==> src/rtl/apb_master.sv <==
`timescale 1ns/1ps
// APB3 initiator: decodes a single-word request into one of N_SLV slave windows,
// runs the SETUP/ACCESS handshake and reports completion, read data and errors.
//
// state     | meaning
// ----------+------------------------------------------------------------
// ST_IDLE   | waiting for i_req; decode errors complete here directly
// ST_SETUP  | PSEL asserted, PENABLE low, one cycle only
// ST_ACCESS | PENABLE high, waiting on the selected PREADY or the wait timer
module apb_master #(
   parameter int          N_SLV     = 4,
   parameter logic [31:0] BASE_ADDR = 32'h1000_0000,
   parameter int          SLV_SHIFT = 12,
   parameter int          TIMEOUT   = 256
) (
   input  logic                PCLK,
   input  logic                PRESET,
   input  logic                i_req,
   input  logic                i_write,
   input  logic [31:0]         i_addr,
   input  logic [31:0]         i_wdata,
   output logic                o_ready,
   output logic                o_err,
   output logic [31:0]         o_rdata,
   output logic                o_busy,
   output logic [31:0]         PADDR,
   output logic                PWRITE,
   output logic [31:0]         PWDATA,
   output logic                PENABLE,
   output logic [N_SLV-1:0]    PSEL,
   input  logic [N_SLV*32-1:0] PRDATA,
   input  logic [N_SLV-1:0]    PREADY
);

   localparam int IDXW = (N_SLV > 1) ? $clog2(N_SLV) : 1;
   localparam int CW   = $clog2(TIMEOUT);

   typedef enum logic [1:0] {ST_IDLE, ST_SETUP, ST_ACCESS} state_t;

   state_t          r_state;
   logic [IDXW-1:0] r_idx;
   logic [CW-1:0]   r_cnt;

   logic [31:0]     w_off;
   logic [31:0]     w_slot;
   logic            w_valid;
   logic [IDXW-1:0] w_idx;
   logic            w_pready;
   logic [31:0]     w_prdata;
   logic [31:0]     w_prdata_arr [N_SLV];

   for (genvar g = 0; g < N_SLV; g++) begin : g_prdata
      assign w_prdata_arr[g] = PRDATA[32*g +: 32];
   end

   assign w_off    = i_addr - BASE_ADDR;
   assign w_slot   = w_off >> SLV_SHIFT;
   assign w_valid  = (i_addr >= BASE_ADDR) && (w_slot < 32'(N_SLV));
   assign w_idx    = w_slot[IDXW-1:0];
   assign w_pready = PREADY[r_idx];
   assign w_prdata = w_prdata_arr[r_idx];

   // Wait timer runs down from TIMEOUT-1; reaching zero without PREADY aborts.
   always_ff @(posedge PCLK) begin
      if (PRESET) begin
         r_state <= ST_IDLE;
         r_idx   <= '0;
         r_cnt   <= '0;
         o_ready <= 1'b0;
         o_err   <= 1'b0;
         o_rdata <= '0;
         o_busy  <= 1'b0;
         PADDR   <= '0;
         PWRITE  <= 1'b0;
         PWDATA  <= '0;
         PENABLE <= 1'b0;
         PSEL    <= '0;
      end else begin
         o_ready <= 1'b0;
         case (r_state)
            ST_IDLE: begin
               if (i_req) begin
                  if (w_valid) begin
                     r_state <= ST_SETUP;
                     r_idx   <= w_idx;
                     o_busy  <= 1'b1;
                     PSEL    <= N_SLV'(1) << w_idx;
                     PENABLE <= 1'b0;
                     PADDR   <= i_addr;
                     PWRITE  <= i_write;
                     PWDATA  <= i_wdata;
                  end else begin
                     o_ready <= 1'b1;
                     o_err   <= 1'b1;
                     o_rdata <= '0;
                  end
               end
            end
            ST_SETUP: begin
               r_state <= ST_ACCESS;
               r_cnt   <= CW'(TIMEOUT - 1);
               PENABLE <= 1'b1;
            end
            ST_ACCESS: begin
               if (w_pready) begin
                  r_state <= ST_IDLE;
                  o_busy  <= 1'b0;
                  PSEL    <= '0;
                  PENABLE <= 1'b0;
                  o_ready <= 1'b1;
                  o_err   <= 1'b0;
                  o_rdata <= PWRITE ? 32'h0 : w_prdata;
               end else if (r_cnt == '0) begin
                  r_state <= ST_IDLE;
                  o_busy  <= 1'b0;
                  PSEL    <= '0;
                  PENABLE <= 1'b0;
                  o_ready <= 1'b1;
                  o_err   <= 1'b1;
                  o_rdata <= '0;
               end else begin
                  r_cnt <= r_cnt - 1'b1;
               end
            end
            default: r_state <= ST_IDLE;
         endcase
      end
   end

endmodule

==> config.mk <==
export PLATFORM = sky130hd
export DESIGN_NAME = apb_master
export DESIGN_NICKNAME = d
export VERILOG_FILES = /design/src/rtl/apb_master.sv
export SDC_FILE = /design/constraint.sdc
export NUM_CORES = 1
export LEC_CHECK = 0
export BUFFER_PORTS_ARGS = -buffer_cell sky130_fd_sc_hd__buf_2
export CAP_MARGIN = 10
export CORE_AREA = 5 5 116 118
export DETAILED_ROUTE_END_ITERATION = 16
export DIE_AREA = 0 0 121 123
export PLACE_DENSITY = 0.76
export SETUP_SLACK_MARGIN = 0.3
export SYNTH_ARGS = -nofsm -noshare
export SYNTH_HDL_FRONTEND = slang
export SYNTH_SLANG_ARGS = --single-unit
==> constraint.sdc <==
create_clock -name PCLK -period 2.1 [get_ports PCLK]
set_input_delay 0.105 -clock PCLK [delete_from_list [all_inputs] [get_ports PCLK]]
set_output_delay 0.105 -clock PCLK [all_outputs]
set_load 0.01 [all_outputs]
Yosys cells after proc, flatten, opt, wreduce, memory -nomap -nowiden
Index checks and enable logic that the tools add are counted.
{ "totals": {"in_bits": 200, "word_cells": 82, "output_inout_bits": 105, "mem_count": 0, "mem_bits_ro": 0, "ram_bits": 0, "latch_bits": 0, "regBits": 117} }
{ "classes": {"bitwise": 1, "mul": 0, "eq_ne": 8, "addsub": 2, "shifts": 1, "n_div": 0, "n_mux": 42, "n_reduce_logical": 12, "order_cmp": 4} }
{ "op_table": {"columns": ["op", "count"], "rows": [
  ["$mux 32", 7],
  ["$bmux 32 s2", 1],
  ["$pmux 32 s2", 1],
  ["$ge 32x29->1 const B", 1],
  ["$sub 32x29->32 const B", 1],
  ["$lt 20x3->1 const B", 1],
  ["$mux 4", 4],
  ["$mux 8", 2],
  ["$pmux 8 s2", 1],
  ["$mux 1", 15],
  ["$reduce_and 4->1", 3],
  ["$ne 2x2->1 const B", 5],
  ["$reduce_and 3->1", 3],
  ["$logic_not 8->1", 1],
  ["$mux 2", 4],
  ["$pmux 4 s2", 1],
  ["$sub 8x1->8 const B", 1],
  ["$pmux 1 s2", 3],
  ["$pmux 2 s3", 1],
  ["$reduce_bool 2->1", 2],
  ["$shl 1x2->4 const A", 1],
  ["$ge 3x3->1 const B", 1],
  ["$lt 2x3->1 const B", 1],
  ["$ne 3x3->1 const B", 1],
  ["other kinds (8)", 8]
]} }

Longest topological paths before layout
{ "logic_depth": {"word_depth": 7, "mapped_depth": 8} }

Worst setup path after synthesis
Ideal clock, no wire load.
{ "synth_timing": {"path_kind": "register to register", "startpoint": "register PADDR[12] (netlist name)", "endpoint": "register o_rdata[23]", "t_arrival_ps": 1977, "path_slack_ps": 63, "stages_incl_launch_ff": 7, "n_path_buf": 2, "setup_ps": 61, "period_less_slack_ps": 2037, "required_ps": 2039, "cell_sequence": "dfxtp_1 buf_6 mux4_2 or3_4 o221ai_4 buf_6 a32o_1"} }
{ "synth_lines": {"columns": ["element", "line", "rtl"], "rows": [
  ["to (signal assigned)", "112", "o_rdata <= PWRITE ? 32'h0 : w_prdata;"],
  ["to (decl)", "24", "output logic [31:0] o_rdata,"]
]} }

==> summary.txt <==
Run status
  • Outcome: finished, final reports clean

Route
  • DRC violations left: 0
  • Vias/cell: 5.07
  • Drt total wl: 17800 um
  • DR vias: 5137
  • Iter 0 DRT Violations: 307
  • Post-DR wirelength/cell: 17.6 um
  • Antenna Nets Post-Route: 0
  • Drt pass-1 iters: 4

Floorplanning
  • Die area: 0.0149 mm2
  • Row count: 41
  • Initial Util: 39.5%
  • Die W: 121 um
  • Die Y: 123 um
  • Top Ports: 305
  • Core ar.: 0.0124 mm2

Setup path
  • WP data arrival: 2.25 ns
  • Worst reg2reg path startpoint: PADDR[12]$_SDFFE_PP0P_
  • CP max stage cell: mux4_2
  • Terminus of the critical flop-to-flop path: o_rdata[6]$_SDFFE_PP0P_
  • Critical path startpoint: PADDR[12]$_SDFFE_PP0P_
  • WS Path Type: flop to flop
  • CP startpoint kind: flop
  • CP Cell Sequence: mux4_2 -> or3_4 -> o221ai_4 -> buf_12 -> a32o_1
  • Worst-path fanout max: 17
  • R2R cell count: 5
  • Critical Path RT: 2.44 ns
  • Worst reg-to-reg setup slack: 0.19 ns
  • Critical path endpoint category: flop
  • CP peak stage delay: 0.55 ns

Pwr
  • Max IR drop VDD: 483 uV
  • Leakage: 3.50 nW
  • Combinational share of power: 6.7%
  • Post-layout total power: 0.00596 W
  • Clock power share: 56.6%
  • Int Pwr: 0.00485 W
  • Power Dens Cells: 760 mW/mm2
  • Register share of total power: 36.7%
  • Switch share: 18.7%
  • Net Switching: 0.00111 W

Yosys
  • Yosys warns: 0
  • Post-synthesis cell type count: 36
  • Ys async rst share: 0%
  • Post-synth EDFFs: 0
  • Post-synth net total: 677
  • Syn_area_per_cell: 10.3 um2
  • Post-synthesis cell area: 0.00488 mm2
  • Synth Instances: 473
  • Seq/Total Area, Yosys: 47.2%
  • Primary FF master, synth: dfxtp_1
  • Yosys reg bits: 115

Hold path
  • Hold path start: i_req
  • Hold EP: r_state[0]$_SDFFE_PP0P_
  • Hold/Removal Path Class: input pin to flop
  • Hold path depth: 4

CTS
  • Num Clock Sinks: 115
  • Clock Pin Slew Worst Setup and Hold Paths: 0.05 ns
  • H-tree lvl count: 4
  • Root buffer cell: clkbuf_16
  • CTS tree: yes
  • CTS Buf Count: 17
  • Worst skew pair latency: 0.41 ns
  • CTS max path bufs: 2

STA
  • Slew HR: 64.2%
  • Peak Freq: 524 MHz
  • Fin. max-slew vios: 0
  • Setup TNS: 0 ns
  • Crit share post-route: 90.8%
  • Final worst path period need: 1.91 ns
  • Final hold violations: 0
  • # setup viols final: 0
  • Worst Max-Slew Pin Slew: 0.537 ns
  • RSZ-0062 raised after global routing: yes
  • Final Skew: 0.00978 ns

Global route
  • Vias in the first global route: 5124
  • Initial antenna violation count: 1
  • Grt total ovfl: 0
  • Largest net degree at the start of global routing: 36
  • GRT Total Usage: 22.9%
  • First-pass GRT wire length: 26300 um

Run
  • MaxCap Viol Count: 0

Placed design
  • Dpl hpwl: 12700 um
  • IO Port Bufs: 304
  • Routability cong.: 0.757

Finish
  • Layout cells sized above 1: 48.0%
  • Most common cell after layout, fill and taps aside: buf_2
  • Area growth syn-to-layout: 60.8%
  • Total Nets Final: 1032
  • Most frequent cells in the layout: 304 x buf_2, 114 x dfxtp_1, 97 x nand2_1, 58 x a21oi_1, 47 x dlygate4sd3_1
-- per-layer routing --
layer | wire (um) | track usage [%] | share of wire, % | vias up
met2 | 8990 | 39.5 | 50 | 243
met5 | 0 | 0 | 0 | -
met3 | 1590 | 8.55 | 8.9 | 28
met1 | 6880 | 25.7 | 39 | 2441
met4 | 383 | 8.99 | 2.1 | 0
li1 | - | - | - | 2425
-- synthesized netlist by cell type (all sizes together), types with 2 or more instances --
cell,number,area [um2]
or3,2,17.5
o21ai,4,20.0
nor2,12,45.0
mux2i,2,20.0
a211oi,2,15.0
inv,7,26.3
and3,3,18.8
a32o,32,320
nand2b,7,43.8
clkbuf,28,105
ha,4,50.1
nor4,6,37.5
nand4b,2,17.5
nand3b,2,15.0
xor2,6,52.6
buf,11,83.8
nand3,5,25.0
mux4,33,743
and2,18,113
a22o,4,35.0
a21oi,59,295
nor2b,2,12.5
dfxtp,115,2300
nand2,98,368
-- worst max-delay path by stage --
stage / depth (start not counted) / slack [ns] / to
floorplan: 6 / 0.13 / o_rdata[23]$_SDFFE_PP0P_
global placement: 7 / 0.18 / PADDR[25]$_SDFFE_PP0P_
detailed placement: 5 / 0.15 / o_rdata[7]$_SDFFE_PP0P_
CTS: 5 / 0.18 / o_rdata[7]$_SDFFE_PP0P_
global route: 7 / 0.10 / o_rdata[6]$_SDFFE_PP0P_
finish: 5 / 0.19 / o_rdata[6]$_SDFFE_PP0P_
-- power by group through the flow --
| stage | Combinational [W] | Sequential, W | Clock, W |
|---|---|---|---|
| after floorplan | 0.000106 | 0.00223 | 0 |
| after global placement | 0.000318 | 0.00223 | 0 |
| after detailed placement | 0.000324 | 0.00223 | 0 |
| after CTS | 0.000396 | 0.00219 | 0.00344 |
| after global routing | 0.000429 | 0.00219 | 0.00354 |
| final | 0.000401 | 0.00219 | 0.00337 |
-- worst max-delay path, delay by kind of cell, from the launching register on --
family	cells	cell delay, ns
mux	1	0.55
compound gates	2	0.39
buf+inv	1	0.19
flops	1	0.34
simple gates	1	0.38
-- registers in the layout, summed over array words and instances (netlist names) --
name	cells
PSEL	4
r_state	2
PWDATA	32
o_busy	1
PENABLE	1
PADDR	32
o_ready	1
o_err	1
PWRITE	1
r_cnt	8
o_rdata	32
-- what timing repair did --
action / CTS / global route
resized for setup: 3 / 6
pin swaps: 1 / 0
buffers inserted: 1 / 1
hold buffers: 47 / 0
endpoints found under the hold margin: 49 / 0
endpoints found under the setup margin: 79 / 96
-- through the flow --
step / hold WS (ns) / cells / worst slack, ns / cell area [um2] / utilization, %
CTS: 0.143 / 1012 / 0.183 / 7820 / 63.2
global route: 0.158 / 1014 / 0.103 / 7850 / 63.5
global placement: 0.350 / 932 / 0.178 / 6640 / 53.7
detailed placement: 0.355 / 932 / 0.153 / 6640 / 53.7
floorplan: 0.231 / 473 / 0.126 / 4890 / -
finish: 0.168 / 1014 / 0.192 / 7850 / 63.5
-- area by class of cell --
| type | count | area [um2] |
|---|---|---|
| clock buffers | 23 | 468 |
| flip-flops and latches | 115 | 2300 |
| repair buffers | 375 | 2210 |
| well taps | 172 | 215 |
| diodes | 1 | 2.50 |
| multi-input cells | 312 | 2400 |
| fillers | 1012 | 4520 |
| clock inverters | 9 | 224 |
| inverters | 7 | 26.3 |
-- cell families after synthesis --
group | after synthesis | share of synthesized area (%)
flip-flops | 115 | 47.2
multiplexers | 35 | 15.6
XOR/XNOR | 6 | 1.08
AO/OA/AOI/OAI | 106 | 15.4
adder cells (fa/ha/maj) | 4 | 1.03
buffers and inverters | 46 | 4.41
AND/OR/NAND/NOR | 161 | 15.3
Power figures use the tool's default switching activity.
